**src/rtl/mips_pkg.sv**
```systemverilog
// Shared constants and FSM encoding for the 16-bit pipelined MIPS datapath.
package mips_pkg;

    localparam int DATA_W = 16;
    localparam int REG_W  = 3;
    localparam int CNT_W  = 4;

    typedef enum logic {
        IDLE = 1'b0,
        BUSY = 1'b1
    } state_t;

endpackage

```
**src/rtl/data_memory.sv**
```systemverilog
// Word-addressed single-port data RAM with registered read; contents are not reset.
module data_memory #(
    parameter int DATA_W = 16,
    parameter int ADDR_W = 8
) (
    input  logic              clk,
    input  logic              we,
    input  logic              re,
    input  logic [ADDR_W-1:0] addr,
    input  logic [DATA_W-1:0] wdata,
    output logic [DATA_W-1:0] rdata
);

    logic [DATA_W-1:0] mem [2**ADDR_W];

    // rdata only moves on a read, so a finished load stays visible until the next one
    always_ff @(posedge clk) begin
        if (we) begin
            mem[addr] <= wdata;
        end
        if (re) begin
            rdata <= mem[addr];
        end
    end

endmodule

```
**src/rtl/memory_stage.sv**
```systemverilog
// MEM stage: EX/MEM capture, multi-cycle data-memory access and WB outputs.
// Optional MEM_STAGE_BOUNDS_CHECK_EN turns out-of-range addresses into faults.
module memory_stage #(
    parameter int DATA_W      = mips_pkg::DATA_W,
    parameter int ADDR_W      = 8,
    parameter int REG_W       = mips_pkg::REG_W,
    parameter int MEM_LATENCY = 2
) (
    input  logic              i_Clk,
    input  logic              i_Reset,
    input  logic              i_Valid,
    input  logic [DATA_W-1:0] i_ALU_Result,
    input  logic [DATA_W-1:0] i_Write_Data,
    input  logic [REG_W-1:0]  i_Write_Reg,
    input  logic              i_Sig_MemRead,
    input  logic              i_Sig_MemWrite,
    input  logic              i_Sig_MemtoReg,
    input  logic              i_Sig_RegWrite,
    output logic              o_Stall,
    output logic              o_Valid,
    output logic [DATA_W-1:0] o_Write_Back_Data,
    output logic [REG_W-1:0]  o_Write_Reg,
    output logic              o_Sig_RegWrite,
    output logic              o_Fault
);

    import mips_pkg::*;

    localparam logic [CNT_W-1:0] LAT_M1 = CNT_W'(MEM_LATENCY - 1);
    localparam bit               DIRECT = (MEM_LATENCY == 1);

    state_t            state_q, state_d;
    logic [CNT_W-1:0]  cnt_q, cnt_d;

    logic [DATA_W-1:0] cap_alu, cap_wdata;
    logic [REG_W-1:0]  cap_reg;
    logic              cap_read, cap_write, cap_m2r, cap_rw;

    logic [DATA_W-1:0] cur_alu, cur_wdata;
    logic [REG_W-1:0]  cur_reg;
    logic              cur_read, cur_write, cur_m2r, cur_rw;
    logic              cur_load, cur_fault;

    logic              busy, accept, complete, is_mem_in;
    logic              ram_we, ram_re;
    logic [DATA_W-1:0] ram_rdata;

    logic              valid_q, wb_sel_mem, rw_q;
    logic [DATA_W-1:0] wb_alu;
    logic [REG_W-1:0]  reg_q;

    assign busy      = (state_q == BUSY);
    assign is_mem_in = i_Sig_MemRead | i_Sig_MemWrite;
    assign accept    = !busy && i_Valid;
    assign complete  = busy ? (cnt_q == CNT_W'(1)) : (i_Valid && (!is_mem_in || DIRECT));

    // The finishing op comes straight from the inputs in IDLE, or from the capture register in BUSY
    assign cur_alu   = busy ? cap_alu   : i_ALU_Result;
    assign cur_wdata = busy ? cap_wdata : i_Write_Data;
    assign cur_reg   = busy ? cap_reg   : i_Write_Reg;
    assign cur_read  = busy ? cap_read  : i_Sig_MemRead;
    assign cur_write = busy ? cap_write : i_Sig_MemWrite;
    assign cur_m2r   = busy ? cap_m2r   : i_Sig_MemtoReg;
    assign cur_rw    = busy ? cap_rw    : i_Sig_RegWrite;
    assign cur_load  = cur_read && !cur_write;

`ifdef MEM_STAGE_BOUNDS_CHECK_EN
    logic fault_q;

    assign cur_fault = (cur_read || cur_write) && ((cur_alu >> ADDR_W) != '0);
    assign o_Fault   = fault_q;

    always_ff @(posedge i_Clk or posedge i_Reset) begin
        if (i_Reset) begin
            fault_q <= 1'b0;
        end else begin
            fault_q <= complete && cur_fault;
        end
    end
`else
    assign cur_fault = 1'b0;
    assign o_Fault   = 1'b0;
`endif

    assign ram_we = complete && cur_write && !cur_fault;
    assign ram_re = complete && cur_load && !cur_fault;

    data_memory #(.DATA_W(DATA_W), .ADDR_W(ADDR_W)) u_data_memory (
        .clk   (i_Clk),
        .we    (ram_we),
        .re    (ram_re),
        .addr  (cur_alu[ADDR_W-1:0]),
        .wdata (cur_wdata),
        .rdata (ram_rdata)
    );

    always_ff @(posedge i_Clk or posedge i_Reset) begin
        if (i_Reset) begin
            state_q <= IDLE;
            cnt_q   <= '0;
        end else begin
            state_q <= state_d;
            cnt_q   <= cnt_d;
        end
    end

    always_comb begin
        state_d = state_q;
        cnt_d   = cnt_q;
        case (state_q)
            IDLE: begin
                if (i_Valid && is_mem_in && !DIRECT) begin
                    state_d = BUSY;
                    cnt_d   = LAT_M1;
                end
            end
            BUSY: begin
                cnt_d = cnt_q - 1'b1;
                if (cnt_q == CNT_W'(1)) begin
                    state_d = IDLE;
                end
            end
            default: state_d = IDLE;
        endcase
    end

    always_ff @(posedge i_Clk or posedge i_Reset) begin
        if (i_Reset) begin
            cap_alu   <= '0;
            cap_wdata <= '0;
            cap_reg   <= '0;
            cap_read  <= 1'b0;
            cap_write <= 1'b0;
            cap_m2r   <= 1'b0;
            cap_rw    <= 1'b0;
        end else if (accept) begin
            cap_alu   <= i_ALU_Result;
            cap_wdata <= i_Write_Data;
            cap_reg   <= i_Write_Reg;
            cap_read  <= i_Sig_MemRead;
            cap_write <= i_Sig_MemWrite;
            cap_m2r   <= i_Sig_MemtoReg;
            cap_rw    <= i_Sig_RegWrite;
        end
    end

    // A faulting load reads as zero, so the ALU path carries the zero instead of the RAM
    always_ff @(posedge i_Clk or posedge i_Reset) begin
        if (i_Reset) begin
            valid_q    <= 1'b0;
            wb_alu     <= '0;
            wb_sel_mem <= 1'b0;
            reg_q      <= '0;
            rw_q       <= 1'b0;
        end else begin
            valid_q <= complete;
            if (complete) begin
                wb_alu     <= (cur_fault && cur_load && cur_m2r) ? '0 : cur_alu;
                wb_sel_mem <= cur_load && cur_m2r && !cur_fault;
                reg_q      <= cur_reg;
                rw_q       <= cur_rw;
            end
        end
    end

    assign o_Stall           = busy;
    assign o_Valid           = valid_q;
    assign o_Write_Back_Data = wb_sel_mem ? ram_rdata : wb_alu;
    assign o_Write_Reg       = reg_q;
    assign o_Sig_RegWrite    = rw_q && valid_q;

endmodule

```
**config.mk**
```make
export PLATFORM = sky130hd
export DESIGN_NAME = memory_stage
export DESIGN_NICKNAME = d
export VERILOG_FILES = /design/src/rtl/mips_pkg.sv /design/src/rtl/data_memory.sv /design/src/rtl/memory_stage.sv
export SDC_FILE = /design/constraint.sdc
export NUM_CORES = 2
export LEC_CHECK = 0
export BUFFER_PORTS_ARGS = -buffer_cell sky130_fd_sc_hd__clkbuf_2
export CAP_MARGIN = 20
export CORE_MARGIN = 2
export CORE_UTILIZATION = 57
export DETAILED_ROUTE_END_ITERATION = 6
export GPL_TIMING_DRIVEN = 1
export PLACE_DENSITY = 0.76
export REMOVE_ABC_BUFFERS = 1
export SKIP_LAST_GASP = 1
export SLEW_MARGIN = 20
export SYNTH_ARGS = -nofsm -noshare
export SYNTH_HDL_FRONTEND = slang
export SYNTH_HIERARCHICAL = 1
export SYNTH_SLANG_ARGS = --single-unit
```
**constraint.sdc**
```tcl
create_clock -name i_Clk -period 3.87 [get_ports i_Clk]
set_input_delay 0.774 -clock i_Clk [delete_from_list [all_inputs] [get_ports i_Clk]]
set_output_delay 0.774 -clock i_Clk [all_outputs]
set_load 0.03 [all_outputs]
```
After elaboration in Yosys (flattened, before gate mapping)
Memories as Yosys holds them, arrays and structs flattened. A register that Yosys moved wholly into a read port is not among the register bits.
Index checks and enable logic that the tools add are counted.
Word-level totals
  register bits: 66
  RAM bits: 4096
  input bits: 42
  logic and storage cells: 47
  memories kept: 1
Cells by class
  add/sub/neg operators: 1
  equal/unequal tests: 2
  mux-type cells: 16
  bitwise gates (word level): 2
  reduce and logical (&&, ||, !) cells: 11
Memory list
  u_data_memory.mem: words 256, bits a word 16, read ports 1, clocked after memory_dff 1, write ports 1, RTL line data_memory.sv:14  | logic [DATA_W-1:0] mem [2**ADDR_W];
Operators with widths (number)
  two-way mux 16 bit: 3
  two-way mux 1 bit: 9
  logical AND 1 bit: 8
  one-hot mux 4 bit (2 select lines): 1
  == test 4 x 1 -> 1 bit, second input constant: 1
  two-way mux 4 bit: 1
  subtractor 4 x 1 -> 4 bit, second input constant: 1
  zero test 1 bit: 3
  two-way mux 3 bit: 1
  != test 2 bit, second input constant: 1
  one-hot mux 1 bit (2 select lines): 1
  inverter 1 bit: 1
  OR 1 bit: 1

Longest topological paths before layout
  depth in word-level cells: 7
  depth in mapped cells: 13
  gate-level depth less buffers: 8

By module
The synthesis kept the hierarchy.
By module, submodules not included
  data_memory: instances 1, cells an instance 6727, area an instance 155559.2 µm², sequential area each 123478.4 µm²
  memory_stage: instances 1, cells an instance 225, area an instance 3225.6 µm², sequential area each 1651.6 µm²

Least setup slack after synthesis
No wires, ideal clock.
  kind: flip-flop to flip-flop
  start: register state_q, in the netlist o_Stall
  end: memory u_data_memory.mem[145][0], enable pin
  library setup time: 0.409 ns
  data arrival time: 3.492 ns
  required time: 3.461 ns
  setup slack: -0.031 ns
  cell stages (with the launch flop): 11
  clock period less this slack: 3.901 ns
  cells stage by stage: dfrtp_1 -> buf_2 -> buf_2 -> mux2_2 -> clkbuf_1 -> buf_2 -> clkbuf_1 -> buf_2 -> nand2b_1 -> clkbuf_1 -> nor3_1
Between the ends
  elaborated cells between the ends (all ways): 6
  those cells by class: mux: 5; reduce/logical: 1
RTL lines
  from (decl): RTL line memory_stage.sv:32  | state_t state_q, state_d;
  from (signal assigned): RTL line memory_stage.sv:102  | state_q <= state_d;
  two-way mux 16 bit: RTL line memory_stage.sv:58  | assign cur_alu = busy ? cap_alu : i_ALU_Result;
  net cur_alu[1]: RTL line memory_stage.sv:39  | logic [DATA_W-1:0] cur_alu, cur_wdata;
  to (decl): RTL line data_memory.sv:14
The timed path passes the listed nets, and every way through them passes these cells.

Worst setup path in the final report
  start: register state_q, in the netlist o_Stall
  end: register u_data_memory.rdata[1], read port of u_data_memory.mem, data pin
Between the ends
  elaborated cells between the ends (all ways): 7
  those cells by class: mux: 4; reduce/logical: 3
RTL lines
  two-way mux 16 bit: RTL line memory_stage.sv:58
  net cur_alu[0]: RTL line memory_stage.sv:39
  to (decl): RTL line data_memory.sv:11  | output logic [DATA_W-1:0] rdata
The timed path passes the listed nets, and every way through them passes these cells.
A chain may end at the register's enable or synchronous reset.

==> results_dict.tcl <==
set metrics [dict create \
    dr.pass1.iters 7 \
    max_reg_flops 4096 \
    worst_r2r_endpoint "u_data_memory/rdata[1]" \
    final_antenna_net_count 0 \
    launch_point_of_the_worst_reg_to_reg_path "o_Stall" \
    post-route-period-util_pct 101.3 \
    post_synth_num_cell_types 35 \
    most_flops_register "u_data_memory/mem" \
    post_synth_instance_area_um2 158800 \
    clk_transition_reported_paths_ns 0.06 \
    hold_violations 0 \
    hp-class "in -> async" \
    num_rows 193 \
    final.setup.tns_ns -0.1483 \
    post-layout-total-power_mw 150.5 \
    netlist_top_cells_count "edfxtp_1 (4112), mux4_2 (1024), a22oi_1 (512), a21oi_1 (257), clkbuf_1 (249)" \
    max_cap_viol_count 0 \
    fmax_ghz 0.2551 \
    ys_top_cells_by_area "edfxtp_1 (78%), mux4_2 (15%), a22oi_1 (2.4%), dfrtp_1 (1.0%), a21oi_1 (0.81%)" \
    postCtsHoldBufs 0 \
    grt_setup_unrepaired "true" \
    detail_route.drc_violations 8 \
    grt_pass1_vias 81819 \
    async_flop_share_pct 1.580 \
    clock_path_buffers 4 \
    grt_pass1_wl_um 601000 \
    nNetsFinal 7855 \
    slew_headroom_pct 26.28 \
    antenna_found_initial 14 \
    ys_ff_latch 4178 \
    setup_viol_count_final 6 \
    routability_cong 0.8837 \
    hpwl_um 245500 \
    final-max-slew-violation-count 0 \
    fin_crit_ns 3.920 \
    globalRouteTotalUtil_pct 29.52 \
    clock_tree.htree_level_count 5 \
    io_pins 65 \
    yosys_most_used_dff "edfxtp_1" \
    postSynthAreaPerCell_um2 22.84 \
    place_area_um2 171200 \
    largest_net_degree_at_the_start_of_global_routing 159 \
    violated_checks "DRC, setup timing" \
    max_slew.worst_pin.slew_ns 1.106 \
    placed_instance_count 11071 \
    finish.utilization_pct 66.90 \
    stdcell_count 11845 \
    synth.top_cell.area_share_pct 77.76 \
    required_ns 4.51 \
    routed-via-count 81754 \
    initial_utilization_pct 57.38 \
    reg2reg_slack_ns -0.05 \
    tritoncts_clock_tree "yes" \
    numPortBuffers 63 \
    hold_ws_ns 0.06926 \
    core_area_um2 276700 \
    clk_latency_ns 0.96 \
    fillers 16270 \
    reg2reg_depth 10 \
    number_of_synthesized_flops_with_an_enable_pin 4112 \
    p_leak_nw 58.42 \
    overflow 0 \
    cts_sinks 4178 \
    synthMostInstantiatedCell "edfxtp_1" \
    cts-buffers-inserted 404 \
    cts.root.buffer_cell "clkbuf_16" \
    worst_ir_drop_vdd_mv 0.8118 \
    synth.yosys.warnings 6 \
    fraction_of_final_layout_cells_sized_beyond_drive_strength_1_pct 33.25 \
    die_w_um 531.8 \
    cp-start-kind "register" \
    setup_slack_ns -0.05010 \
    design_area_um2 185100 \
    post-synth-top-area-cell "edfxtp_1" \
    critPathCaptureType "register" \
    area_delta_synth_final_pct 16.60 \
    power-per-cell-area_nw_per_um2 813.1 \
    run_status "finished with violations" \
    fin_skew_ns 0.07784 \
    synth.yosys.seq_area_share_pct 78.80 \
    synthesis.instances 6952 \
    routed_wire_length_per_instance_um 35.66 \
    drt_iter0_markers 13658 \
    postRouteWirelength_um 422500 \
    crit_type "reg -> reg" \
    place_ws_ns -0.8258 \
    crit_arrival_ns 4.56 \
    floorplan.die.height_um 531.8 \
    drt-vias-per-instance 6.902 \
    die-area_um2 282800 \
    timing.critical_path.fanout_max 18 \
]
-- cell usage in the layout, fill, tap and decap left out, types with 5 or more instances in the layout --
cell        instances
nand3_1            10
diode_2            11
buf_4             572
clkinvlp_4         13
buf_16             15
nor2_1            232
clkbuf_1           69
a21oi_1           244
mux2_8             18
buf_12            225
inv_1               6
clkinv_2           73
clkbuf_2           63
o41ai_4            10
edfxtp_1         4112
dfrtp_1            65
clkbuf_8            5
o41ai_1            23
a22oi_1           498
nand2_1            28
o21ai_0             5
o41ai_2            31
clkbuf_16         412
nor3_2             30
bufinv_16          42
a22oi_2            14
inv_6              10
mux4_2           1024
clkinv_1           95
nand4_1            16
a21oi_2            11
mux2_2             90
nand2b_1            6
-- report_power, final --
| part | internal, mW | switching, mW |
|---|---|---|
| Combinational | 20.0 | 33.3 |
| Clock | 22.2 | 16.7 |
| Sequential | 58.0 | 0.323 |
-- cell families (layout without fill, tap and decap cells) --
kind of cell / after synthesis / count (layout) / share of synthesized area, %
AOI/OAI and AO/OA: 841 / 841 / 3.624
adders and majority gates: 2 / 2 / 0.01576
buffers and inverters: 441 / 1616 / 1.279
DFF: 4178 / 4178 / 78.80
muxes: 1137 / 1138 / 15.32
other: 1 / 12 / 0.002362
and+or+nand+nor: 352 / 353 / 0.9495
-- metal layers --
layer | GRT usage [%] | wire length (um)
met1 | 40.26 | 145400
met2 | 46.09 | 203100
met3 | 7.047 | 52950
met4 | 12.97 | 20980
met5 | 0 | 78
-- critical path, stage by stage (launching register included) --
cell	delay (ns)
dfrtp_4	0.56
mux2_8	0.40
buf_12	0.14
buf_12	0.19
buf_4	0.27
mux4_2	0.56
a22oi_2	0.37
a21oi_4	0.17
o41ai_4	0.62
buf_4	0.22
nand4_1	0.09
-- cell type report --
type | count | area, um2 | share of cell area (%)
sequential | 4178 | 125100 | 67.59
multi-input combinational | 2335 | 32720 | 17.67
clock buffer | 481 | 10510 | 5.678
timing repair buffer | 885 | 9712 | 5.246
tap | 3705 | 4636 | 2.504
clock inverter | 243 | 2376 | 1.283
inverter | 7 | 27.53 | 0.01487
antenna | 11 | 27.53 | 0.01487
-- worst max path at each step --
stage                                           end  cells past startpoint  slack [ns]             from
after floorplan           u_data_memory/mem[133][0]                      5      -26.70          o_Stall
after global placement       u_data_memory/rdata[7]                     11       -1.30  i_ALU_Result[0]
after detailed placement     u_data_memory/rdata[0]                     11       -0.83  i_ALU_Result[0]
after CTS                    u_data_memory/rdata[0]                     10       -0.10          o_Stall
after global routing         u_data_memory/rdata[1]                     10       -0.06          o_Stall
final                        u_data_memory/rdata[1]                     10       -0.05          o_Stall
-- timing repair --
action | CTS | global route
gates cloned | 1 | 6
setup buffers | 12 | 17
pin swaps | 8 | 12
setup endpoints to repair | 12 | 15
gates resized for setup | 40 | 41
Note: power is estimated with default switching activity, not from simulation.
